## src/rtl/uart_rx_pkg.sv

```systemverilog
// Shared UART receive definitions: frame FSM state encoding, parity types and frame-length helper.
// Also used by the edge/bit counter so both sides agree on where the stop bit sits.
package uart_rx_pkg;

  typedef enum logic [2:0] {
    ST_IDLE   = 3'd0,
    ST_START  = 3'd1,
    ST_DATA   = 3'd2,
    ST_PARITY = 3'd3,
    ST_STOP   = 3'd4,
    ST_DONE   = 3'd5
  } rx_state_e;

  localparam logic PAR_EVEN = 1'b0;
  localparam logic PAR_ODD  = 1'b1;

  // bit_cnt value of the stop bit: start(0), data(1..N), optional parity, stop
  function automatic logic [3:0] stop_bit_idx(input int unsigned data_width, input logic par_en);
    return 4'(data_width + 1) + {3'b000, par_en};
  endfunction

endpackage

```

## src/rtl/uart_rx_frame_ctrl_if.sv

```systemverilog
// Signal bundle between the UART frame controller and its counter, sampler and byte consumer.
// master = frame controller, slave = surrounding receiver logic.
interface uart_rx_frame_ctrl_if #(
  parameter int DATA_WIDTH  = 8,
  parameter int PRESC_WIDTH = 6
);
  logic                   RX_IN;
  logic                   PAR_EN;
  logic                   PAR_TYP;
  logic [PRESC_WIDTH-1:0] prescale;
  logic [3:0]             bit_cnt;
  logic [PRESC_WIDTH-1:0] edge_cnt;
  logic                   sampled_bit;
  logic                   enable;
  logic                   dat_samp_en;
  logic [DATA_WIDTH-1:0]  P_DATA;
  logic                   data_valid;
  logic                   par_err;
  logic                   stp_err;
  logic                   strt_glitch;

  modport master (
    input  RX_IN, PAR_EN, PAR_TYP, prescale, bit_cnt, edge_cnt, sampled_bit,
    output enable, dat_samp_en, P_DATA, data_valid, par_err, stp_err, strt_glitch
  );

  modport slave (
    output RX_IN, PAR_EN, PAR_TYP, prescale, bit_cnt, edge_cnt, sampled_bit,
    input  enable, dat_samp_en, P_DATA, data_valid, par_err, stp_err, strt_glitch
  );
endinterface

```

## src/rtl/uart_rx_deser.sv

```systemverilog
// Deserializer for the UART receiver: indexed bit writes into a data word, plus its XOR parity.
module uart_rx_deser #(
  parameter int DATA_WIDTH = 8
) (
  input  logic                  CLK,
  input  logic                  RST,
  input  logic                  wr_en,
  input  logic [3:0]            wr_idx,
  input  logic                  wr_bit,
  output logic [DATA_WIDTH-1:0] word,
  output logic                  parity
);

  always_ff @(posedge CLK) begin
    if (RST) begin
      word <= '0;
    end else if (wr_en) begin
      for (int i = 0; i < DATA_WIDTH; i++) begin
        if (wr_idx == 4'(i)) word[i] <= wr_bit;
      end
    end
  end

  assign parity = ^word;

endmodule

```

## src/rtl/uart_rx_frame_ctrl.sv

```systemverilog
// UART receive frame controller: start detection, counter enable, start/parity/stop checks,
// and delivery of each error-free byte with a single-cycle data_valid.
module uart_rx_frame_ctrl
  import uart_rx_pkg::*;
#(
  parameter int DATA_WIDTH  = 8,
  parameter int PRESC_WIDTH = 6
) (
  input logic                  CLK,
  input logic                  RST,
  uart_rx_frame_ctrl_if.master bus
);

  rx_state_e             state, state_nxt;
  logic                  cfg_par_en, cfg_par_typ;
  logic                  par_err_q, stp_err_q;
  logic [DATA_WIDTH-1:0] p_data_q;
  logic                  last_edge;
  logic [3:0]            stop_idx;
  logic                  data_idx_ok;
  logic                  start_entry, wr_en, par_chk, stp_chk, glitch;
  logic [DATA_WIDTH-1:0] word;
  logic                  word_par;

  assign last_edge   = (bus.edge_cnt == (bus.prescale - PRESC_WIDTH'(1)));
  assign stop_idx    = stop_bit_idx(DATA_WIDTH, cfg_par_en);
  assign data_idx_ok = (bus.bit_cnt != 4'd0) && (bus.bit_cnt <= 4'(DATA_WIDTH));

  uart_rx_deser #(.DATA_WIDTH(DATA_WIDTH)) u_deser (
    .CLK    (CLK),
    .RST    (RST),
    .wr_en  (wr_en),
    .wr_idx (bus.bit_cnt - 4'd1),
    .wr_bit (bus.sampled_bit),
    .word   (word),
    .parity (word_par)
  );

  // Counter values that do not match the current state are ignored: only LE with the expected bit_cnt acts
  always_comb begin
    state_nxt   = state;
    start_entry = 1'b0;
    wr_en       = 1'b0;
    par_chk     = 1'b0;
    stp_chk     = 1'b0;
    glitch      = 1'b0;
    case (state)
      ST_IDLE: begin
        if (!bus.RX_IN) begin
          state_nxt   = ST_START;
          start_entry = 1'b1;
        end
      end
      ST_START: begin
        if (last_edge && bus.bit_cnt == 4'd0) begin
          if (!bus.sampled_bit) begin
            state_nxt = ST_DATA;
          end else begin
            glitch    = 1'b1;
            state_nxt = ST_IDLE;
          end
        end
      end
      ST_DATA: begin
        if (last_edge && data_idx_ok) begin
          wr_en = 1'b1;
          if (bus.bit_cnt == 4'(DATA_WIDTH)) state_nxt = cfg_par_en ? ST_PARITY : ST_STOP;
        end
      end
      ST_PARITY: begin
        if (last_edge && bus.bit_cnt == 4'(DATA_WIDTH + 1)) begin
          par_chk   = 1'b1;
          state_nxt = ST_STOP;
        end
      end
      ST_STOP: begin
        if (last_edge && bus.bit_cnt == stop_idx) begin
          stp_chk   = 1'b1;
          state_nxt = ST_DONE;
        end
      end
      ST_DONE: begin
        if (!bus.RX_IN) begin
          state_nxt   = ST_START;
          start_entry = 1'b1;
        end else begin
          state_nxt = ST_IDLE;
        end
      end
      default: state_nxt = ST_IDLE;
    endcase
  end

  always_ff @(posedge CLK) begin
    if (RST) begin
      state       <= ST_IDLE;
      cfg_par_en  <= 1'b0;
      cfg_par_typ <= PAR_EVEN;
      par_err_q   <= 1'b0;
      stp_err_q   <= 1'b0;
      p_data_q    <= '0;
    end else begin
      state <= state_nxt;
      if (start_entry) begin
        cfg_par_en  <= bus.PAR_EN;
        cfg_par_typ <= bus.PAR_TYP;
        par_err_q   <= 1'b0;
        stp_err_q   <= 1'b0;
      end
      if (par_chk) par_err_q <= (bus.sampled_bit != (word_par ^ cfg_par_typ));
      if (stp_chk) stp_err_q <= ~bus.sampled_bit;
      if (state == ST_DONE && !par_err_q && !stp_err_q) p_data_q <= word;
    end
  end

  assign bus.enable      = (state == ST_START) || (state == ST_DATA) ||
                           (state == ST_PARITY) || (state == ST_STOP);
  assign bus.dat_samp_en = bus.enable;
  assign bus.data_valid  = (state == ST_DONE) && !par_err_q && !stp_err_q;
  assign bus.P_DATA      = p_data_q;
  assign bus.par_err     = par_err_q;
  assign bus.stp_err     = stp_err_q;
  assign bus.strt_glitch = glitch;

endmodule

```

## src/flat_wrapper.sv

```systemverilog
// flat-port wrapper written by rule: the top's interface ports become plain ports
module uart_rx_frame_ctrl_flat import uart_rx_pkg::*;
#(
  parameter int DATA_WIDTH  = 8,
  parameter int PRESC_WIDTH = 6
)
  (CLK, RST, bus_RX_IN, bus_PAR_EN, bus_PAR_TYP, bus_prescale, bus_bit_cnt, bus_edge_cnt, bus_sampled_bit, bus_enable, bus_dat_samp_en, bus_P_DATA, bus_data_valid, bus_par_err, bus_stp_err, bus_strt_glitch);
  uart_rx_frame_ctrl_if #(.DATA_WIDTH(DATA_WIDTH), .PRESC_WIDTH(PRESC_WIDTH)) bus_i ();
  input logic CLK;
  input logic RST;
  input wire logic [$bits(bus_i.RX_IN)-1:0] bus_RX_IN;
  input wire logic [$bits(bus_i.PAR_EN)-1:0] bus_PAR_EN;
  input wire logic [$bits(bus_i.PAR_TYP)-1:0] bus_PAR_TYP;
  input wire logic [$bits(bus_i.prescale)-1:0] bus_prescale;
  input wire logic [$bits(bus_i.bit_cnt)-1:0] bus_bit_cnt;
  input wire logic [$bits(bus_i.edge_cnt)-1:0] bus_edge_cnt;
  input wire logic [$bits(bus_i.sampled_bit)-1:0] bus_sampled_bit;
  output wire logic [$bits(bus_i.enable)-1:0] bus_enable;
  output wire logic [$bits(bus_i.dat_samp_en)-1:0] bus_dat_samp_en;
  output wire logic [$bits(bus_i.P_DATA)-1:0] bus_P_DATA;
  output wire logic [$bits(bus_i.data_valid)-1:0] bus_data_valid;
  output wire logic [$bits(bus_i.par_err)-1:0] bus_par_err;
  output wire logic [$bits(bus_i.stp_err)-1:0] bus_stp_err;
  output wire logic [$bits(bus_i.strt_glitch)-1:0] bus_strt_glitch;
  assign bus_i.RX_IN = bus_RX_IN;
  assign bus_i.PAR_EN = bus_PAR_EN;
  assign bus_i.PAR_TYP = bus_PAR_TYP;
  assign bus_i.prescale = bus_prescale;
  assign bus_i.bit_cnt = bus_bit_cnt;
  assign bus_i.edge_cnt = bus_edge_cnt;
  assign bus_i.sampled_bit = bus_sampled_bit;
  assign bus_enable = bus_i.enable;
  assign bus_dat_samp_en = bus_i.dat_samp_en;
  assign bus_P_DATA = bus_i.P_DATA;
  assign bus_data_valid = bus_i.data_valid;
  assign bus_par_err = bus_i.par_err;
  assign bus_stp_err = bus_i.stp_err;
  assign bus_strt_glitch = bus_i.strt_glitch;
  uart_rx_frame_ctrl #(.DATA_WIDTH(DATA_WIDTH), .PRESC_WIDTH(PRESC_WIDTH)) u_core (.CLK(CLK), .RST(RST), .bus(bus_i));
endmodule
```

## config.mk

```make
export PLATFORM = sky130hd
export DESIGN_NAME = uart_rx_frame_ctrl_flat
export DESIGN_NICKNAME = d
export VERILOG_FILES = /design/src/rtl/uart_rx_pkg.sv /design/src/rtl/uart_rx_frame_ctrl_if.sv /design/src/rtl/uart_rx_deser.sv /design/src/rtl/uart_rx_frame_ctrl.sv /design/src/flat_wrapper.sv
export SDC_FILE = /design/constraint.sdc
export NUM_CORES = 1
export LEC_CHECK = 0
export CAP_MARGIN = 10
export CORE_MARGIN = 1
export CORE_UTILIZATION = 50
export CTS_CLUSTER_SIZE = 8
export DETAILED_ROUTE_END_ITERATION = 8
export PLACE_DENSITY = 0.85
export SYNTH_ARGS = -nofsm -noshare
export SYNTH_HDL_FRONTEND = slang
export SYNTH_SLANG_ARGS = --single-unit
```

## constraint.sdc

```tcl
create_clock -name CLK -period 5.45 [get_ports CLK]
set_input_delay 1.09 -clock CLK [delete_from_list [all_inputs] [get_ports CLK]]
set_output_delay 1.09 -clock CLK [all_outputs]
set_load 0.01 [all_outputs]
```

# Word-level counts from Yosys, hierarchy flattened
# Index checks and enable logic that the tools add are counted.
[totals]
out_inout_bits = 14
elab_cells = 96
reg_bits = 23
in_bits = 22
[classes]
magnitude_cmp = 1
n_reduce_logical = 29
add_sub_neg = 3
n_eq_ne = 23
bitwise = 2
n_mux = 24
[ops]
columns = ["operator", "count"]
rows = [
  ["$mux 3", 7],
  ["$pmux 3 s6", 1],
  ["$eq 4x3->1 const B", 4],
  ["$reduce_and 2->1", 8],
  ["$mux 1", 15],
  ["$ne 2x1->1 const B", 5],
  ["$eq 4x2->1 const B", 2],
  ["$eq 4x4->1 const B", 2],
  ["$logic_not 4->1", 2],
  ["$reduce_xor 8->1", 1],
  ["$logic_and 1x1->1", 7],
  ["$eq 3x2->1 const B", 2],
  ["$eq 3x3->1 const B", 2],
  ["$eq 6x6->1", 1],
  ["$reduce_and 6->1", 1],
  ["$sub 6x1->6 const B", 1],
  ["$add 4x1->4 const A", 1],
  ["$eq 4x1->1 const B", 1],
  ["$eq 4x4->1", 1],
  ["$le 4x4->1 const B", 1],
  ["$reduce_bool 2->1", 2],
  ["$reduce_bool 4->1", 1],
  ["$sub 4x1->4 const B", 1],
  ["$eq 3x1->1 const B", 1],
  ["other kinds (9)", 12],
]

# Depth between registers and ports, before layout
[logic_depth]
ltp_word = 6
ltp_mapped = 9
ltp_nobuf = 8

# Cells and area by module
# Synthesis repeated with hierarchy kept, for this count alone.
[unflattened]
cells_unflattened = 184
area_unflattened_um2 = 1541.5
[modules_own_cells]
columns = ["mod", "seq_area_each_um2", "cells_per_inst", "instances", "area_each_um2"]
rows = [
  ["uart_rx_frame_ctrl", 300.3, 131, 1, 1096.1],
  ["uart_rx_deser", 160.2, 53, 1, 445.4],
]

# Least setup slack after synthesis
# No wires, ideal clock.
[synth_timing]
kind = "input-to-output"
startpoint = "input bus_prescale[0]"
endpoint = "output bus_strt_glitch"
t_required_ps = 4360
t_arrival_ps = 2559
setup_slack_ps = 1801
stages = 8
n_path_buf = 1
path_cell_list = "inv_1 > ha_1 > xnor2_1 > nor2_1 > nand4b_4 > buf_2 > or3_1 > nor2_1"
[synth_via]
elab_chain_cells = 5
[synth_rtl]
columns = ["element", "line_no", "source"]
rows = [
  ["start: declaration", "flat_wrapper.sv:14", "input wire logic [$bits(bus_i.prescale)-1:0] bus_prescale;"],
  ["$sub 6x1->6", "uart_rx_frame_ctrl.sv:25", "assign last_edge = (bus.edge_cnt == (bus.prescale - PRESC_WIDTH'(1)));"],
  ["$eq 6x6->1", "uart_rx_frame_ctrl.sv:25", ""],
  ["$logic_and 1x1->1", "uart_rx_frame_ctrl.sv:55", "if (last_edge && bus.bit_cnt == 4'd0) begin"],
  ["$mux 1", "uart_rx_frame_ctrl.sv:55", ""],
  ["$mux 1", "uart_rx_frame_ctrl.sv:47", "case (state)"],
  ["end: declaration", "flat_wrapper.sv:24", "output wire logic [$bits(bus_i.strt_glitch)-1:0] bus_strt_glitch;"],
]
# Every way passes these cells.

# Final worst setup path
# Same ends and word-level chain as after synthesis.

==> impl_results.rst <==
.. list-table::
   :header-rows: 1

   * - Metric
     - Value
   * - Outcome
     - finished with violations
   * - Violations in the final reports
     - design-rule violations
   * - Critical Path AT
     - 3.68 ns
   * - Endpoint of the worst-slack reg-to-reg timing path
     - u_core.u_deser.word[4]
   * - Placer congestion estimate
     - 0.871
   * - Most used flip-flop cell after synthesis
     - dfxtp_1
   * - Post-cts gate resize count
     - 0
   * - Detailed-route via count
     - 1443
   * - Signed area change from the synthesized netlist to the final layout
     - 24.8%
   * - Post-layout instance count excluding filler cells
     - 245
   * - Type of destination of the critical path
     - output pin
   * - Boundary Pins
     - 36
   * - Clock transition at the register clock pins on the worst setup and hold paths after CTS
     - 0.14 ns
   * - Min-Delay Startpoint
     - u_core.u_deser.word[7]
   * - Fmax
     - 0.210 GHz
   * - Max VDD drop
     - 0.000154 V
   * - Horizontal extent of the die
     - 57.9 microns
   * - Number of sinks driven by the clock tree
     - 23
   * - Instance area after placement
     - 0.00192 sq mm
   * - CTS tree
     - done
   * - Die boundary height
     - 57.9 microns
   * - Global-route usage over all layers
     - 22.8%
   * - Count of routing violations after the opening detailed-route iteration
     - 56
   * - Relative max-transition margin
     - 45.4%
   * - Unrepaired setup endpoints after global routing
     - false
   * - Final slew viol count
     - 0
   * - Number of setup buffers added after CTS
     - 0
   * - Skew final
     - 0.00419 ns
   * - Total of hold buffers inserted after clock tree synthesis
     - 0
   * - Die area
     - 0.00335 sq mm
   * - Worst Max-Slew Pin Slew
     - 0.817 ns
   * - Power density relative to cell area
     - 174 mW/mm^2
   * - Final worst path period need
     - 4.77 ns
   * - Routed len/inst
     - 14.6 microns
   * - Antenna violations before repair
     - 0
   * - Quantity of I/O buffers inserted on ports
     - 35
   * - Global-route wire length before repair
     - 6.00 mm
   * - Simple-gate area share of the yosys netlist
     - 29.8%
   * - Final Hold Viols
     - 0
   * - Multiplexer share of the synthesized area
     - 7.05%
   * - Beginning of the worst register-to-register path
     - u_core.state[2]
   * - Critical path, cell by cell
     - clkdlybuf4s50_1 -> inv_1 -> ha_1 -> xnor2_1 -> nor2_1 -> nand4b_4 -> or3_1 -> nor2_1 -> clkdlybuf4s50_1
   * - Area of all placed cells without fillers
     - 0.00195 sq mm
   * - Fraction of the yosys area taken by sequential cells
     - 29.5%
   * - Adder-cell share of the synthesized area
     - 0.801%
   * - # rows
     - 19
   * - # diodes
     - 0
   * - CTS H-tree lvls
     - 1
   * - Overall overflow remaining after global route
     - 0
   * - Setup CP Type
     - input port to output pin
   * - Max Buffers Root-to-Sink
     - 2
   * - Critical path fanouts, max
     - 12
   * - Post-DP HPWL
     - 2.75 mm
   * - Compound-gate portion of the synthesized area
     - 17.8%
   * - Area of the core
     - 0.00285 sq mm
   * - Share of flip-flops with an asynchronous set or reset after synthesis
     - 0%
   * - Initial Utilization
     - 54.8%
   * - Period utilization
     - 87.4%
   * - Number of flops mapped to enable cells by yosys
     - 0
   * - Hold Crit Depth
     - 2
   * - Vias in the first global route
     - 1321
   * - DR DRC count
     - 2
   * - Detail Route Antenna Nets
     - 0
   * - Total negative slack
     - 0 ns
   * - Required time at the worst-slack endpoint
     - 4.36 ns
   * - Nets@finish
     - 238
   * - Delay of the slowest cell on the worst path
     - 0.57 ns
   * - Wire length after detailed routing
     - 3.57 mm
   * - Clock buffer count from CTS
     - 3
   * - CTS root buf
     - clkbuf_4
   * - Number of endpoints failing setup at the final stage
     - 0
   * - Utilization after layout
     - 68.4%
   * - First-pass detailed-route iteration total
     - 9
   * - Clock latency of the later-clocked register in the worst-skew pair
     - 0.32 ns
   * - Main combinational cell family by area after synthesis
     - simple AND/OR/NAND/NOR gates
   * - Maximum number of pins on one net before global-route repair
     - 26
   * - Number of nets produced by synthesis
     - 208
   * - Flip-flop and latch count after synthesis
     - 23
   * - Cell Count Post-Placement
     - 241
   * - Combined area of all synthesized cells
     - 0.00156 sq mm
   * - Setup slack of the worst register-to-register path
     - 3.47 ns
   * - Critical Path Start Type
     - input port
   * - Post-Syn Area per Cell
     - 8.45 sq um
   * - Number of cell instances on the worst register-to-register path
     - 5
   * - MaxCap Viol Count
     - 0
   * - Leakage power total
     - 0.742 nW
   * - Number of warning messages in the yosys log
     - 0
   * - Synthesized-area fraction occupied by xor and xnor cells
     - 10.1%
   * - Slowest stage cell, crit path
     - clkdlybuf4s50_1
   * - Worst Hold Path EP
     - u_core.u_deser.word[7]
   * - Number of distinct standard cells referenced by the synthesized netlist
     - 44
   * - Gate Count Post-Synth
     - 185
   * - Proportion of layout cells with a drive suffix above 1
     - 8.88%
   * - Classification of the worst-slack hold path
     - register to register
   * - Via density per instance
     - 5.89
-- power breakdown --
part / internal, mW / switching, mW
registers: 0.170 / 0.00482
clock network: 0.0280 / 0.0555
logic: 0.0396 / 0.0412
-- layer usage --
layer  up-vias  routed length, microns  global-route usage (%)
met5         -                       0                       0
met1       669                    1540                    29.8
met3         6                     209                    5.13
met4         0                      49                    6.46
met2        49                    1770                    37.8
li1        719                       -                       -
-- cell type report --
type / instances / area (sq um)
Clock inverter: 1 / 7.51
Sequential cell: 23 / 460
Timing Repair Buffer: 37 / 365
Clock buffer: 3 / 22.5
Multi-Input combinational cell: 143 / 1030
Tap cell: 31 / 38.8
Inverter: 7 / 26.3
Fill cell: 242 / 902
-- kinds of logic after synthesis --
group,Yosys count
flip-flops,23
buffers and inverters,19
multiplexers,11
adder cells (fa/ha/maj),1
AO/OA/AOI/OAI,37
AND/OR/NAND/NOR,76
XOR/XNOR,18
-- per-stage QoR --
step	power [mW]	hold slack [ns]	setup slack, ns
floorplan	0.228	0.464	1.80
global placement	0.256	0.472	0.792
detailed placement	0.259	0.486	0.683
CTS	0.341	0.508	0.680
global route	0.356	0.530	0.587
finish	0.340	0.506	0.684
-- cell usage in the layout (no fill, tap or decap), types with 3 or more instances in the layout --
cell / n
a21oi_1: 10
nor2b_1: 5
inv_1: 7
nor2_1: 21
a21boi_0: 4
nand2b_1: 5
nand2_1: 10
clkbuf_4: 3
nor3_1: 5
o21ba_1: 6
xnor2_1: 15
nand3b_1: 4
a31oi_1: 5
dfxtp_1: 23
mux2i_1: 11
xor2_1: 3
and3_1: 4
clkdlybuf4s50_1: 35
nand3_1: 3
-- cells in the mapped netlist (2+ instances only) --
cell | instances | area, sq um
xor2_1 | 3 | 26.3
a31oi_1 | 5 | 31.3
nand3_1 | 3 | 15.0
a21oi_1 | 10 | 50.1
or2_2 | 2 | 12.5
buf_2 | 3 | 15.0
inv_1 | 7 | 26.3
mux2i_1 | 11 | 110
and4_1 | 2 | 17.5
dfxtp_1 | 23 | 460
nand2b_1 | 5 | 31.3
nor2_1 | 21 | 78.8
nor3_1 | 5 | 25.0
nor4_2 | 2 | 25.0
and3_1 | 4 | 25.0
clkbuf_1 | 8 | 30.0
nor2b_1 | 5 | 31.3
o22ai_1 | 2 | 12.5
or3b_2 | 2 | 17.5
a21boi_0 | 4 | 30.0
xnor2_1 | 15 | 131
o21ba_1 | 6 | 60.1
nand3b_1 | 4 | 30.0
nand2_1 | 10 | 37.5
o41ai_1 | 2 | 17.5
and3b_1 | 2 | 17.5
nor4_1 | 2 | 12.5
-- worst max-delay path, delay by kind of cell --
kind                     cells  cell delay (ns)
adder cells (fa/ha/maj)      1             0.31
AND/OR/NAND/NOR              4             0.96
XOR/XNOR                     1             0.13
buffers and inverters        3             1.18
-- registers in the layout, indices dropped and copies added, names as in the netlist --
signal and cells:
u_core.bus.stp_err 1, u_core.cfg_par_en 1, u_core.bus.P_DATA 8, u_core.state 3, u_core.cfg_par_typ 1, u_core.u_deser.word 8, u_core.bus.par_err 1
-- worst max-delay path by stage --
stage	startpoint	end	slack (ns)	cells after the start
floorplan	bus_prescale[0]	bus_strt_glitch	1.80	8
global placement	bus_prescale[0]	bus_strt_glitch	0.79	9
detailed placement	bus_prescale[0]	bus_strt_glitch	0.68	9
CTS	bus_prescale[0]	bus_strt_glitch	0.68	9
global route	bus_prescale[0]	bus_strt_glitch	0.59	9
finish	bus_prescale[0]	bus_strt_glitch	0.68	9
No activity file was read; power rests on OpenSTA's default activity.
